File: src/rtl/bank_arb_pkg.sv
// rtl/bank_arb_pkg.sv - shared state encoding and sizing for the bank select arbiter
package bank_arb_pkg;

  typedef enum logic [1:0] {
    ST_IDLE  = 2'd0,
    ST_GRANT = 2'd1,
    ST_GAP   = 2'd2
  } arb_state_t;

  localparam int NUM_REQ          = 4;
  localparam int DEFAULT_MAX_HOLD = 16;

endpackage

File: src/rtl/rr_pick4.sv
// rtl/rr_pick4.sv - round-robin search over four requesters starting at ptr
module rr_pick4 (
  input  logic [3:0] req,
  input  logic [1:0] ptr,
  output logic [1:0] idx,
  output logic       any
);

  logic [1:0] cand;

  // Walk the search order backwards so the earliest requesting slot is written last and wins.
  always_comb begin
    idx  = 2'd0;
    any  = 1'b0;
    cand = 2'd0;
    for (int k = 3; k >= 0; k--) begin
      cand = ptr + 2'(k);
      if (req[cand]) begin
        idx = cand;
        any = 1'b1;
      end
    end
  end

endmodule

File: src/rtl/bank_select_arbiter.sv
// rtl/bank_select_arbiter.sv - round-robin owner selection for a 2-4 decoded bank with hold limit
module bank_select_arbiter
  import bank_arb_pkg::*;
#(
  parameter int MAX_HOLD = DEFAULT_MAX_HOLD,
  parameter int CNT_W    = 8
) (
  input  logic               clk,
  input  logic               rst,
  input  logic [NUM_REQ-1:0] req,
  input  logic [NUM_REQ-1:0] done,
  output logic               Cs,
  output logic               A1,
  output logic               A0,
  output logic [NUM_REQ-1:0] gnt,
  output logic               busy,
  output logic               timeout
);

  arb_state_t       state, state_nxt;
  logic [1:0]       owner, owner_nxt;
  logic [1:0]       ptr, ptr_nxt;
  logic [1:0]       pick_idx;
  logic             pick_any;
  logic [CNT_W-1:0] cnt, cnt_nxt;
  logic             timeout_nxt;
  logic             owner_release;
  logic             hold_hit;

  // The address pins double as the owner register; they hold the last owner outside GRANT.
  assign owner         = {A1, A0};
  assign owner_release = done[owner] | ~req[owner];
  assign hold_hit      = (cnt == CNT_W'(MAX_HOLD));

  rr_pick4 u_pick (
    .req (req),
    .ptr (ptr),
    .idx (pick_idx),
    .any (pick_any)
  );

  always_comb begin
    state_nxt   = state;
    owner_nxt   = owner;
    ptr_nxt     = ptr;
    cnt_nxt     = cnt;
    timeout_nxt = 1'b0;
    case (state)
      ST_IDLE: begin
        if (pick_any) begin
          state_nxt = ST_GRANT;
          owner_nxt = pick_idx;
          cnt_nxt   = CNT_W'(1);
        end
      end
      ST_GRANT: begin
        if (owner_release || hold_hit) begin
          state_nxt   = ST_GAP;
          timeout_nxt = hold_hit & ~owner_release;
        end else begin
          cnt_nxt = cnt + CNT_W'(1);
        end
      end
      ST_GAP: begin
        state_nxt = ST_IDLE;
        ptr_nxt   = owner + 2'd1;
      end
      default: state_nxt = ST_IDLE;
    endcase
  end

  // Outputs are registered from next-state values so they change together with the FSM.
  always_ff @(posedge clk or posedge rst) begin
    if (rst) begin
      state   <= ST_IDLE;
      ptr     <= 2'd0;
      cnt     <= '0;
      Cs      <= 1'b0;
      A1      <= 1'b0;
      A0      <= 1'b0;
      gnt     <= '0;
      busy    <= 1'b0;
      timeout <= 1'b0;
    end else begin
      state    <= state_nxt;
      ptr      <= ptr_nxt;
      cnt      <= cnt_nxt;
      Cs       <= (state_nxt == ST_GRANT);
      {A1, A0} <= owner_nxt;
      gnt      <= (state_nxt == ST_GRANT) ? (NUM_REQ'(1) << owner_nxt) : '0;
      busy     <= (state_nxt != ST_IDLE);
      timeout  <= timeout_nxt;
    end
  end

endmodule

File: config.mk
export PLATFORM = sky130hd
export DESIGN_NAME = bank_select_arbiter
export DESIGN_NICKNAME = d
export VERILOG_FILES = /design/src/rtl/bank_arb_pkg.sv /design/src/rtl/rr_pick4.sv /design/src/rtl/bank_select_arbiter.sv
export SDC_FILE = /design/constraint.sdc
export NUM_CORES = 1
export LEC_CHECK = 0
export BUFFER_PORTS_ARGS = -buffer_cell sky130_fd_sc_hd__buf_2
export CAP_MARGIN = 25
export CORE_MARGIN = 4
export CORE_UTILIZATION = 45
export DETAILED_ROUTE_END_ITERATION = 8
export GPL_ROUTABILITY_DRIVEN = 0
export GPL_TIMING_DRIVEN = 1
export HOLD_SLACK_MARGIN = 0.1
export PLACE_DENSITY = 0.66
export SLEW_MARGIN = 20
export SYNTH_ARGS = -nofsm -noshare
export SYNTH_HDL_FRONTEND = slang
export SYNTH_HIERARCHICAL = 1
export SYNTH_SLANG_ARGS = --single-unit
File: constraint.sdc
create_clock -name clk -period 3.16 [get_ports clk]
set_input_delay 0.316 -clock clk [delete_from_list [all_inputs] [get_ports clk]]
set_output_delay 0.316 -clock clk [all_outputs]
set_load 0.01 [all_outputs]
==> flow_metrics.py, run 1 <==
metrics = {
    "status": {
        "outcome": "completed",
    },
    "logic_synthesis": {
        "synth_xor_area_share_pct": 0.762,
        "synth-simple-area-share_pct": 24.0,
        "yosysSeqAreaShare_pct": 45.7,
        "synth.area.top_cells": "dfrtp_1 46%, nand2b_1 4.4%, mux4_2 3.9%",
        "synthAdderAreaFrac_pct": 2.18,
        "synth_area_leader_cell": "dfrtp_1",
        "synth_top_area_share_pct": 45.7,
        "yosysUniqueCellTypes": 40,
        "syn_area_sq_mm": 0.00115,
        "synth_compound_area_share_pct": 15.9,
        "postSynthCellCount": 113,
        "ys_ff_latch": 21,
        "synth_top_family_by_area": "simple AND/OR/NAND/NOR gates",
        "yosysWarnings": 6,
        "syn-num-nets": 125,
        "muxShareOfSynthArea_pct": 7.51,
        "syn_area_per_cell_sq_um": 10.2,
    },
    "timing": {
        "drv_slew": 0,
        "period_share_pct": 63.4,
        "finalHoldViolCount": 0,
        "setup_viol": 0,
        "final.min_clock_period_ns": 2.00,
        "fmax_ghz": 0.499,
        "maxSlewHeadroom_pct": 49.2,
        "finalClockSkew_ns": 0.00478,
        "worst_pin_slew_ns": 0.761,
        "rsz0062_at_grt": "no",
        "final.setup.tns_ns": 0,
    },
    "clock_network": {
        "cts.sinks": 21,
        "cts_resized": 0,
        "clock_path_buffers": 2,
        "cts.clk_slew.worst_paths_ns": 0.13,
        "root_buffer": "clkbuf_4",
        "cts_max_level": 1,
        "ctsHoldBuffers": 0,
        "cts_setup_buffers": 0,
        "numCtsBuffers": 3,
        "cts_tree": "built",
        "clk_latency_ns": 0.31,
    },
    "finish": {
        "syn2layout_area_growth_pct": 12.4,
        "drive_gt1_share_pct": 22.0,
        "nFillCells": 239,
        "antenna_cells": 0,
        "nets": 145,
        "finalInstanceArea_sq_mm": 0.00129,
    },
    "floorplan": {
        "die_area_sq_mm": 0.00343,
        "die_x_um": 58.6,
        "dieHeight_um": 58.6,
        "num_rows": 18,
        "start_util_pct": 46.8,
        "core_area_sq_mm": 0.00245,
        "ioPinCount": 19,
    },
    "drt": {
        "ant_nets": 0,
        "drt_pass1_iterations": 4,
        "drc_errors": 0,
        "wl_per_cell_um": 14.2,
        "routed_wl_um": 2310,
        "first_iter_violations": 19,
        "dr_total_vias": 912,
        "viasPerCell": 5.63,
    },
    "global_routing": {
        "grt_pass1_vias": 850,
        "grt_usage_pct": 15.3,
        "overflow": 0,
        "grt_max_degree": 22,
        "grtUsageMet1_pct": 19.6,
        "top_usage_layer": "met2",
        "grt_pass1_wl_um": 3970,
        "grt_util_met3_pct": 4.61,
        "antenna_found_initial": 0,
        "use_met2_pct": 25.2,
    },
    "placed_design": {
        "dp_hpwl_um": 1700,
        "post_dp_cell_area_sq_mm": 0.00126,
        "portBuffers": 18,
    },
    "worst_hold_path": {
        "hold_class": "in2async",
    },
    "power_and_ir_drop": {
        "power_w": 0.000985,
        "leakage_nw": 0.583,
        "peakVddDrop_v": 0.000495,
        "p_per_area_mw_per_mm2": 762,
    },
    "setup_path": {
        "worstPathRequired_ns": 3.38,
        "ff2ff_path_depth": 4,
        "crit_type": "reg2reg",
        "end_kind": "flip-flop",
        "critPathLaunchType": "flip-flop",
        "cp_max_fo": 11,
        "cp_data_arrival_time_ns": 2.23,
    },
    "job": {
        "maxCapViolations": 0,
    },
}
==> flip-flops by register name, indices dropped and copies added (netlist names) <==
register,flops
timeout,1
A1,1
cnt,8
busy,1
state,2
ptr,2
gnt,4
Cs,1
A0,1
==> path summary, 6_finish.rpt <==
kind | start | endpoint | slack [ns]
setup / recovery | state[0] | gnt[0] | 1.16
hold / removal | rst | timeout | 0.12
setup reg to reg | state[0] | gnt[0] | 1.16
hold reg to reg | cnt[7] | cnt[7] | 0.51
max in group asynchronous | rst | state[1] | 2.57
min in group clk | cnt[7] | cnt[7] | 0.51
==> cells in the final DEF (no fill, tap or decap), types with 2 or more instances in the layout <==
cell      instances
a21oi_1           3
clkbuf_4          3
nor3_1            5
nand4_1           3
nand3_1           4
mux4_2            2
inv_1             8
dfrtp_1          21
nor3b_1           2
buf_2            18
nor2_1            7
ha_1              2
nor2b_1           4
nand2b_1          8
a31oi_1           2
nor4b_1           2
nand2_1          10
o21ai_0           2
mux2i_1           3
o311ai_0          2
==> where the power goes <==
group	total, W	leakage [nW]	switching [W]	internal (W)
Combinational	0.000409	0.298	0.000242	0.000168
Sequential	0.000439	0.271	0.0000939	0.000346
Clock	0.000136	0.0139	0.0000877	0.0000483
Total	0.000985	0.583	0.000423	0.000561
==> synthesized netlist by cell type, drive strengths merged <==
library cell and count:
a211o 1, a32o 1, nand4 3, nor4b 2, o21ai 2, and2b 1, or3 1, nor2b 4
nor3b 2, a31oi 3, inv 8, nor2 7, mux2 1, mux2i 3, nor4 1, a41o 1
dfrtp 21, mux4 2, a211oi 2, xnor2 1, a21oi 3, a31o 1, o31ai 1, o211ai 1
buf 1, o211a 1, nand2 10, and4 1, clkbuf 2, nand2b 8, a21o 1, o311ai 3
nand4bb 1, ha 2, nor3 5, o21bai 1, nand3 4
==> cells by family (layout without fill, tap and decap cells) <==
family | count (synthesis) | count (layout)
adders and majority gates | 2 | 2
buffers and inverters | 11 | 30
AOI/OAI and AO/OA | 22 | 22
DFF | 21 | 21
muxes | 6 | 6
xor gates and xnor gates | 1 | 1
and+or+nand+nor | 50 | 50
==> stage by stage <==
| stage | hold WS [ns] | util [%] | worst slack (ns) | cells |
|---|---|---|---|---|
| after floorplan | 0.293 | - | 1.42 | 113 |
| after global placement | 0.487 | 51.4 | 1.21 | 158 |
| after detailed placement | 0.492 | 51.4 | 1.11 | 158 |
| after CTS | 0.145 | 52.7 | 1.14 | 162 |
| after global routing | 0.175 | 52.7 | 0.922 | 162 |
| final | 0.116 | 52.7 | 1.16 | 162 |
==> layer usage <==
metal	routed length (um)	part of all wire, %
met5	0	0
met4	19	0.82
met3	111	4.8
met2	1120	49
met1	1060	46
==> critical path: stages (launching register included) <==
cell     delay [ns]
dfrtp_1        0.53
nor3b_1        0.68
mux2i_1        0.37
inv_1          0.12
nor3_1         0.22
==> final cells by class <==
class	instances	area, sq um	share of cell area [%]
clock buffer	3	22.5	1.74
clock inverter	1	7.51	0.581
inverter	8	30.0	2.32
multi-input combinational	81	579	44.8
sequential	21	526	40.7
tap	30	37.5	2.90
timing repair buffer	18	90.1	6.97
(Power assumes the default switching activity.)
==> inputs of run 2 (changes only) <==
--- a/config.mk
+++ b/config.mk
@@ -5,6 +5,7 @@
 export SDC_FILE = /design/constraint.sdc
 export NUM_CORES = 1
 export LEC_CHECK = 0
+export ABC_AREA = 1
 export BUFFER_PORTS_ARGS = -buffer_cell sky130_fd_sc_hd__buf_2
 export CAP_MARGIN = 25
 export CORE_MARGIN = 4
@@ -13,7 +14,6 @@
 export GPL_ROUTABILITY_DRIVEN = 0
 export GPL_TIMING_DRIVEN = 1
 export HOLD_SLACK_MARGIN = 0.1
-export PLACE_DENSITY = 0.66
 export SLEW_MARGIN = 20
 export SYNTH_ARGS = -nofsm -noshare
 export SYNTH_HDL_FRONTEND = slang
==> constraint.sdc (replaced) <==
create_clock -name clk -period 1.9 [get_ports clk]
set_input_delay 0.19 -clock clk [delete_from_list [all_inputs] [get_ports clk]]
set_output_delay 0.19 -clock clk [all_outputs]
set_load 0.01 [all_outputs]
==> flow_metrics.py, run 2 <==
metrics = {
    "setup_path": {
        "worstPathRequired_ns": 2.10,
        "cp_data_arrival_time_ns": 1.94,
        "r2r_setup_slack_ns": 0.16,
        "cp_max_fo": 11,
        "crit_type": "reg2reg",
        "critPathLaunchType": "flip-flop",
        "end_kind": "flip-flop",
    },
    "power_and_ir_drop": {
        "peakVddDrop_v": 0.00102,
        "p_seq_share_pct": 32.4,
        "intPower_w": 0.00112,
        "p_sw_share_pct": 50.3,
        "comb_power_share_pct": 58.2,
        "p_switching_w": 0.00113,
        "clockPowerShare_pct": 9.4,
        "p_per_area_mw_per_mm2": 1470,
        "leakage_nw": 0.859,
    },
    "floorplan": {
        "num_rows": 19,
        "die_area_sq_mm": 0.00401,
        "ioPinCount": 19,
        "core_area_sq_mm": 0.00283,
        "start_util_pct": 48.7,
        "die_x_um": 63.3,
        "dieHeight_um": 63.3,
    },
    "timing": {
        "worst_pin_slew_ns": 0.759,
        "finalHoldViolCount": 0,
        "setup_ws_ns": 0.160,
        "setup_viol": 0,
        "final.min_clock_period_ns": 1.74,
        "period_share_pct": 91.6,
        "drv_slew": 0,
        "holdWs_ns": 0.335,
        "finalClockSkew_ns": 0.0100,
        "fmax_ghz": 0.575,
        "rsz0062_at_grt": "yes",
        "maxSlewHeadroom_pct": 49.3,
    },
    "logic_synthesis": {
        "async_reset_ff_share_pct": 100,
        "ys_ff_latch": 21,
        "synth-simple-area-share_pct": 45.7,
        "syn-num-nets": 203,
        "yosysWarnings": 6,
        "synth-edff-count": 0,
        "postSynthCellCount": 191,
        "synth.area.top_cells": "dfrtp_1 38%, nand2_1 15%, nand3_1 11%",
        "synthAdderAreaFrac_pct": 1.82,
        "yosysSeqAreaShare_pct": 38.2,
        "synth_compound_area_share_pct": 2.45,
        "synth_flop_cell": "dfrtp_1",
        "syn_area_per_cell_sq_um": 7.21,
        "syn_area_sq_mm": 0.00138,
        "yosys.cell_count.top_type": "nand2_1",
        "muxShareOfSynthArea_pct": 0,
        "synth_area_leader_cell": "dfrtp_1",
        "synth_top_family_by_area": "simple AND/OR/NAND/NOR gates",
        "synth_top_area_share_pct": 38.2,
        "synth_xor_area_share_pct": 1.27,
        "synth_commonest_cells": "55 x nand2_1, 29 x nand3_1, 25 x inv_1",
        "yosysUniqueCellTypes": 23,
    },
    "finish": {
        "syn2layout_area_growth_pct": 11.5,
        "nets": 227,
        "mostFrequentLayoutCell": "nand2_1",
        "drive_gt1_share_pct": 27.1,
        "regMostFlops": "cnt",
        "largest_reg_flops": 8,
        "top_regs": "cnt (8), gnt (4)",
        "layout_common_cells": "55 x nand2_1, 29 x nand3_1, 25 x inv_1",
        "antenna_cells": 0,
        "nFillCells": 286,
    },
    "clock_network": {
        "cts_tree": "built",
        "cts_max_level": 1,
        "clk_latency_ns": 0.30,
        "root_buffer": "clkbuf_4",
        "cts.sinks": 21,
        "cts_setup_buffers": 0,
        "numCtsBuffers": 3,
        "cts.clk_slew.worst_paths_ns": 0.12,
        "clock_path_buffers": 2,
    },
    "drt": {
        "routed_wl_um": 2720,
        "drc_errors": 0,
        "wl_per_cell_um": 11.1,
        "dr_total_vias": 1186,
        "ant_nets": 0,
        "first_iter_violations": 58,
        "viasPerCell": 4.84,
        "drt_pass1_iterations": 4,
    },
    "global_routing": {
        "grt_max_degree": 22,
        "overflow": 0,
        "grt_usage_pct": 14.9,
        "grt_pass1_vias": 1105,
        "grt_pass1_wl_um": 4840,
        "antenna_found_initial": 0,
    },
    "placed_design": {
        "pre_cts_slack_ns": 0.0822,
        "portBuffers": 18,
        "dp_hpwl_um": 2150,
    },
    "status": {
        "outcome": "completed",
    },
    "worst_hold_path": {
        "hold_class": "in2reg",
    },
    "job": {
        "maxCapViolations": 0,
    },
}
## run 2: cell types whose count changed after synthesis, sizes merged, moves of 3 or more
cell    previous run  this run
a31oi              3         0
mux2i              3         0
inv                8        32
nand2             10        67
nand3              4        33
nor2b              4         0
a21oi              3         0
o21ai              2         6
nor3               5         1
nor2               7        21
nand2b             8         0
o311ai             3         0
## run 2: cell families (layout without fill, tap and decap cells)
| kind of cell | Yosys count | count (layout) |
|---|---|---|
| adder cells (fa/ha/maj) | 2 | 2 |
| AO/OA/AOI/OAI | 6 | 6 |
| buffers and inverters | 34 | 57 |
| XOR/XNOR | 2 | 2 |
| AND/OR/NAND/NOR | 126 | 126 |
| flip-flops | 21 | 21 |
## run 2: worst max-delay path: stages, from the launching register on
cell     delay, ns
dfrtp_2       0.50
o21ai_1       0.23
nand2_1       0.12
nand3_2       0.10
nand2_1       0.05
nand2_1       0.05
nand2_1       0.06
o21ai_0       0.28
inv_1         0.13
nand2_1       0.09
nor2_2        0.04
## run 2: path summary, 6_finish.rpt
check | end | from | cells after the start
worst max register to register | gnt[3] | ptr[0] | 10
worst max-delay path | gnt[3] | ptr[0] | 10
min in group asynchronous | cnt[4] | rst | 3
worst min-delay path | timeout | done[0] | 6
worst min register to register | cnt[7] | cnt[7] | 2
max in group asynchronous | ptr[0] | rst | 3
## run 2: repair_timing
action / in CTS / in global routing
hold buffers: 1 / 0
setup endpoints to repair: 0 / 13
hold endpoints to repair: 21 / 0
gates resized for setup: 0 / 1
## run 2: cell type report
type	count	area, sq um	share of cell area (%)
multi-input cells	136	706	46.0
flip-flops and latches	21	527	34.3
inverters	32	123	7.99
repair buffers	21	115	7.50
well taps	31	38.8	2.53
clock buffers	4	26.3	1.71
## run 2: power by group through the flow
stage	clock, W	sequential [W]	combinational (W)
floorplan	0	0.000721	0.00105
global placement	0	0.000731	0.00130
detailed placement	0	0.000737	0.00132
CTS	0.000223	0.000729	0.00132
global route	0.000247	0.000762	0.00149
finish	0.000211	0.000731	0.00131
## run 2: stage by stage
stage / cell area (sq um) / std cells / power [W] / setup TNS, ns / utilization, %
after global placement: 1500 / 240 / 0.00203 / 0 / 52.9
after CTS: 1530 / 245 / 0.00228 / 0 / 54.2
final: 1540 / 245 / 0.00225 / 0 / 54.3
after detailed placement: 1500 / 240 / 0.00205 / 0 / 52.9
after global routing: 1540 / 245 / 0.00250 / -0.0246 / 54.3
after floorplan: 1380 / 191 / 0.00177 / 0 / -
## run 2: per-layer routing
metal	part of all wire [%]	track usage (%)
met1	49	19.6
met2	46	24.6
met3	4.1	3.02
met4	0.70	4.31
met5	0	0
==> inputs of run 3 (changes only) <==
--- a/config.mk
+++ b/config.mk
@@ -14,6 +14,7 @@
 export GPL_ROUTABILITY_DRIVEN = 0
 export GPL_TIMING_DRIVEN = 1
 export HOLD_SLACK_MARGIN = 0.1
+export MAX_ROUTING_LAYER = met4
 export SLEW_MARGIN = 20
 export SYNTH_ARGS = -nofsm -noshare
 export SYNTH_HDL_FRONTEND = slang
==> flow_metrics.py, run 3 (synthesis results as in run 2) <==
metrics = {
    "status": {
        "outcome": "completed",
    },
    "drt": {
        "top_layer": "met4",
        "met3_length_um": 106,
        "viasPerCell": 4.87,
        "drc_errors": 0,
        "drt_pass1_iterations": 5,
        "routed_wl_um": 2720,
        "wl_per_cell_um": 11.1,
        "first_iter_violations": 58,
        "drt-met1-wl_um": 1340,
        "dr_total_vias": 1194,
        "wl_met2_um": 1240,
        "ant_nets": 0,
    },
    "clock_network": {
        "cts.clk_slew.worst_paths_ns": 0.12,
        "root_buffer": "clkbuf_4",
        "clk_latency_ns": 0.30,
        "clock_path_buffers": 2,
        "cts_max_level": 1,
        "numCtsBuffers": 3,
        "cts.sinks": 21,
        "cts_tree": "built",
    },
    "power_and_ir_drop": {
        "peakVddDrop_v": 0.00102,
        "clockPowerShare_pct": 9.3,
        "p_per_area_mw_per_mm2": 1470,
        "p_sw_share_pct": 50.3,
        "comb_power_share_pct": 58.2,
        "p_switching_w": 0.00113,
        "power_w": 0.00225,
        "intPower_w": 0.00112,
        "p_seq_share_pct": 32.5,
        "leakage_nw": 0.859,
    },
    "finish": {
        "layout_common_cells": "55 x nand2_1, 29 x nand3_1, 25 x inv_1",
        "nets": 227,
        "drive_gt1_share_pct": 27.1,
        "syn2layout_area_growth_pct": 11.5,
        "largest_reg_flops": 8,
        "regMostFlops": "cnt",
        "multi_input_area_sq_um": 706,
        "nFillCells": 286,
        "antenna_cells": 0,
        "top_regs": "cnt (8), gnt (4)",
        "mostFrequentLayoutCell": "nand2_1",
        "final-seq-area_sq_um": 527,
    },
    "global_routing": {
        "grt_pass1_vias": 1104,
        "antenna_found_initial": 0,
        "overflow": 0,
        "grt_pass1_wl_um": 4830,
        "grt_usage_pct": 15.3,
        "grt_max_degree": 22,
    },
    "timing": {
        "setup_viol": 0,
        "finalHoldViolCount": 0,
        "finalClockSkew_ns": 0.0100,
        "setup_ws_ns": 0.160,
        "rsz0062_at_grt": "yes",
        "fmax_ghz": 0.575,
        "final.min_clock_period_ns": 1.74,
        "maxSlewHeadroom_pct": 49.3,
        "period_share_pct": 91.6,
        "drv_slew": 0,
        "worst_pin_slew_ns": 0.759,
    },
    "setup_path": {
        "critPathLaunchType": "flip-flop",
        "end_kind": "flip-flop",
        "path_buf_inv": 1,
        "timing.critical_path.max_delay_family": "compound AO/OA/AOI/OAI gates",
        "critical_path.cell_chain": "o21ai_1, nand2_1, nand3_2, nand2_1, nand2_1, nand2_1, o21ai_0, inv_1, nand2_1, nor2_2",
        "worst_path_most_repeated_cell": "nand2_1",
        "crit_type": "reg2reg",
        "cp_data_arrival_time_ns": 1.94,
        "cp_max_fo": 11,
        "slowest_stage": "dfrtp_2",
        "cp_slowest_stage_delay_ns": 0.50,
        "worstPathRequired_ns": 2.10,
    },
    "floorplan": {
        "dieHeight_um": 63.3,
        "core_area_sq_mm": 0.00283,
        "ioPinCount": 19,
        "start_util_pct": 48.7,
        "die_area_sq_mm": 0.00401,
        "die_x_um": 63.3,
        "num_rows": 19,
    },
    "worst_hold_path": {
        "hold_class": "in2reg",
    },
    "job": {
        "maxCapViolations": 0,
    },
    "placed_design": {
        "pre_cts_slack_ns": 0.0822,
        "dp_hpwl_um": 2150,
        "portBuffers": 18,
    },
}
==> run 3: cell counts in the layout (fill, tap and decap cells not counted) <==
No cell type changed its count.
==> run 3: power groups by stage <==
stage,sequential [W],clock [W],combinational [W]
4_1_cts,0.000729,0.000223,0.00132
6_report,0.000732,0.000211,0.00131
5_1_grt,0.000761,0.000247,0.00149
3_3_place_gp,0.000731,0,0.00130
2_1_floorplan,0.000721,0,0.00105
3_5_place_dp,0.000737,0,0.00132
==> run 3: per-stage QoR <==
| stage | utilization [%] | hold slack (ns) | setup TNS [ns] | std cells | cell area (sq um) |
|---|---|---|---|---|---|
| after global routing | 54.3 | 0.357 | -0.0246 | 245 | 1540 |
| after global placement | 52.9 | 0.364 | 0 | 240 | 1500 |
| after floorplan | - | 0.167 | 0 | 191 | 1380 |
| final | 54.3 | 0.334 | 0 | 245 | 1540 |
| after CTS | 54.2 | 0.333 | 0 | 245 | 1530 |
| after detailed placement | 52.9 | 0.369 | 0 | 240 | 1500 |
==> run 3: worst paths after layout <==
check                         from  slack [ns]       to  cells past startpoint
setup reg to reg            ptr[0]        0.16   gnt[3]                     10
setup / recovery            ptr[0]        0.16   gnt[3]                     10
max in group asynchronous      rst        0.82   ptr[0]                      3
min in group asynchronous      rst        0.55   cnt[4]                      3
hold reg to reg             cnt[7]        0.55   cnt[7]                      2
hold / removal             done[0]        0.33  timeout                      6
==> run 3: layout make-up <==
cell class	instances	area share, %
well taps	31	2.53
inverters	32	7.99
flip-flops and latches	21	34.3
clock buffers	4	1.71
repair buffers	21	7.50
multi-input cells	136	46.0
==> run 3: worst min-delay path: stages <==
cell and delay [ns]:
buf_2 0.07, nor2_1 0.03, nand2_1 0.06, nand3_2 0.11, nand2_1 0.10, nor3_1 0.04
==> run 3: timing repair <==
item	CTS	global route
hold endpoints to repair	21	0
setup buffers	0	0
hold buffers	1	0
setup endpoints to repair	0	13
resized for setup	0	1
==> run 3: layer usage <==
layer	GRT usage [%]	up-vias
met3	3.02	6
met2	24.6	22
met1	19.5	533
li1	-	633
met5	-	-
met4	4.31	0
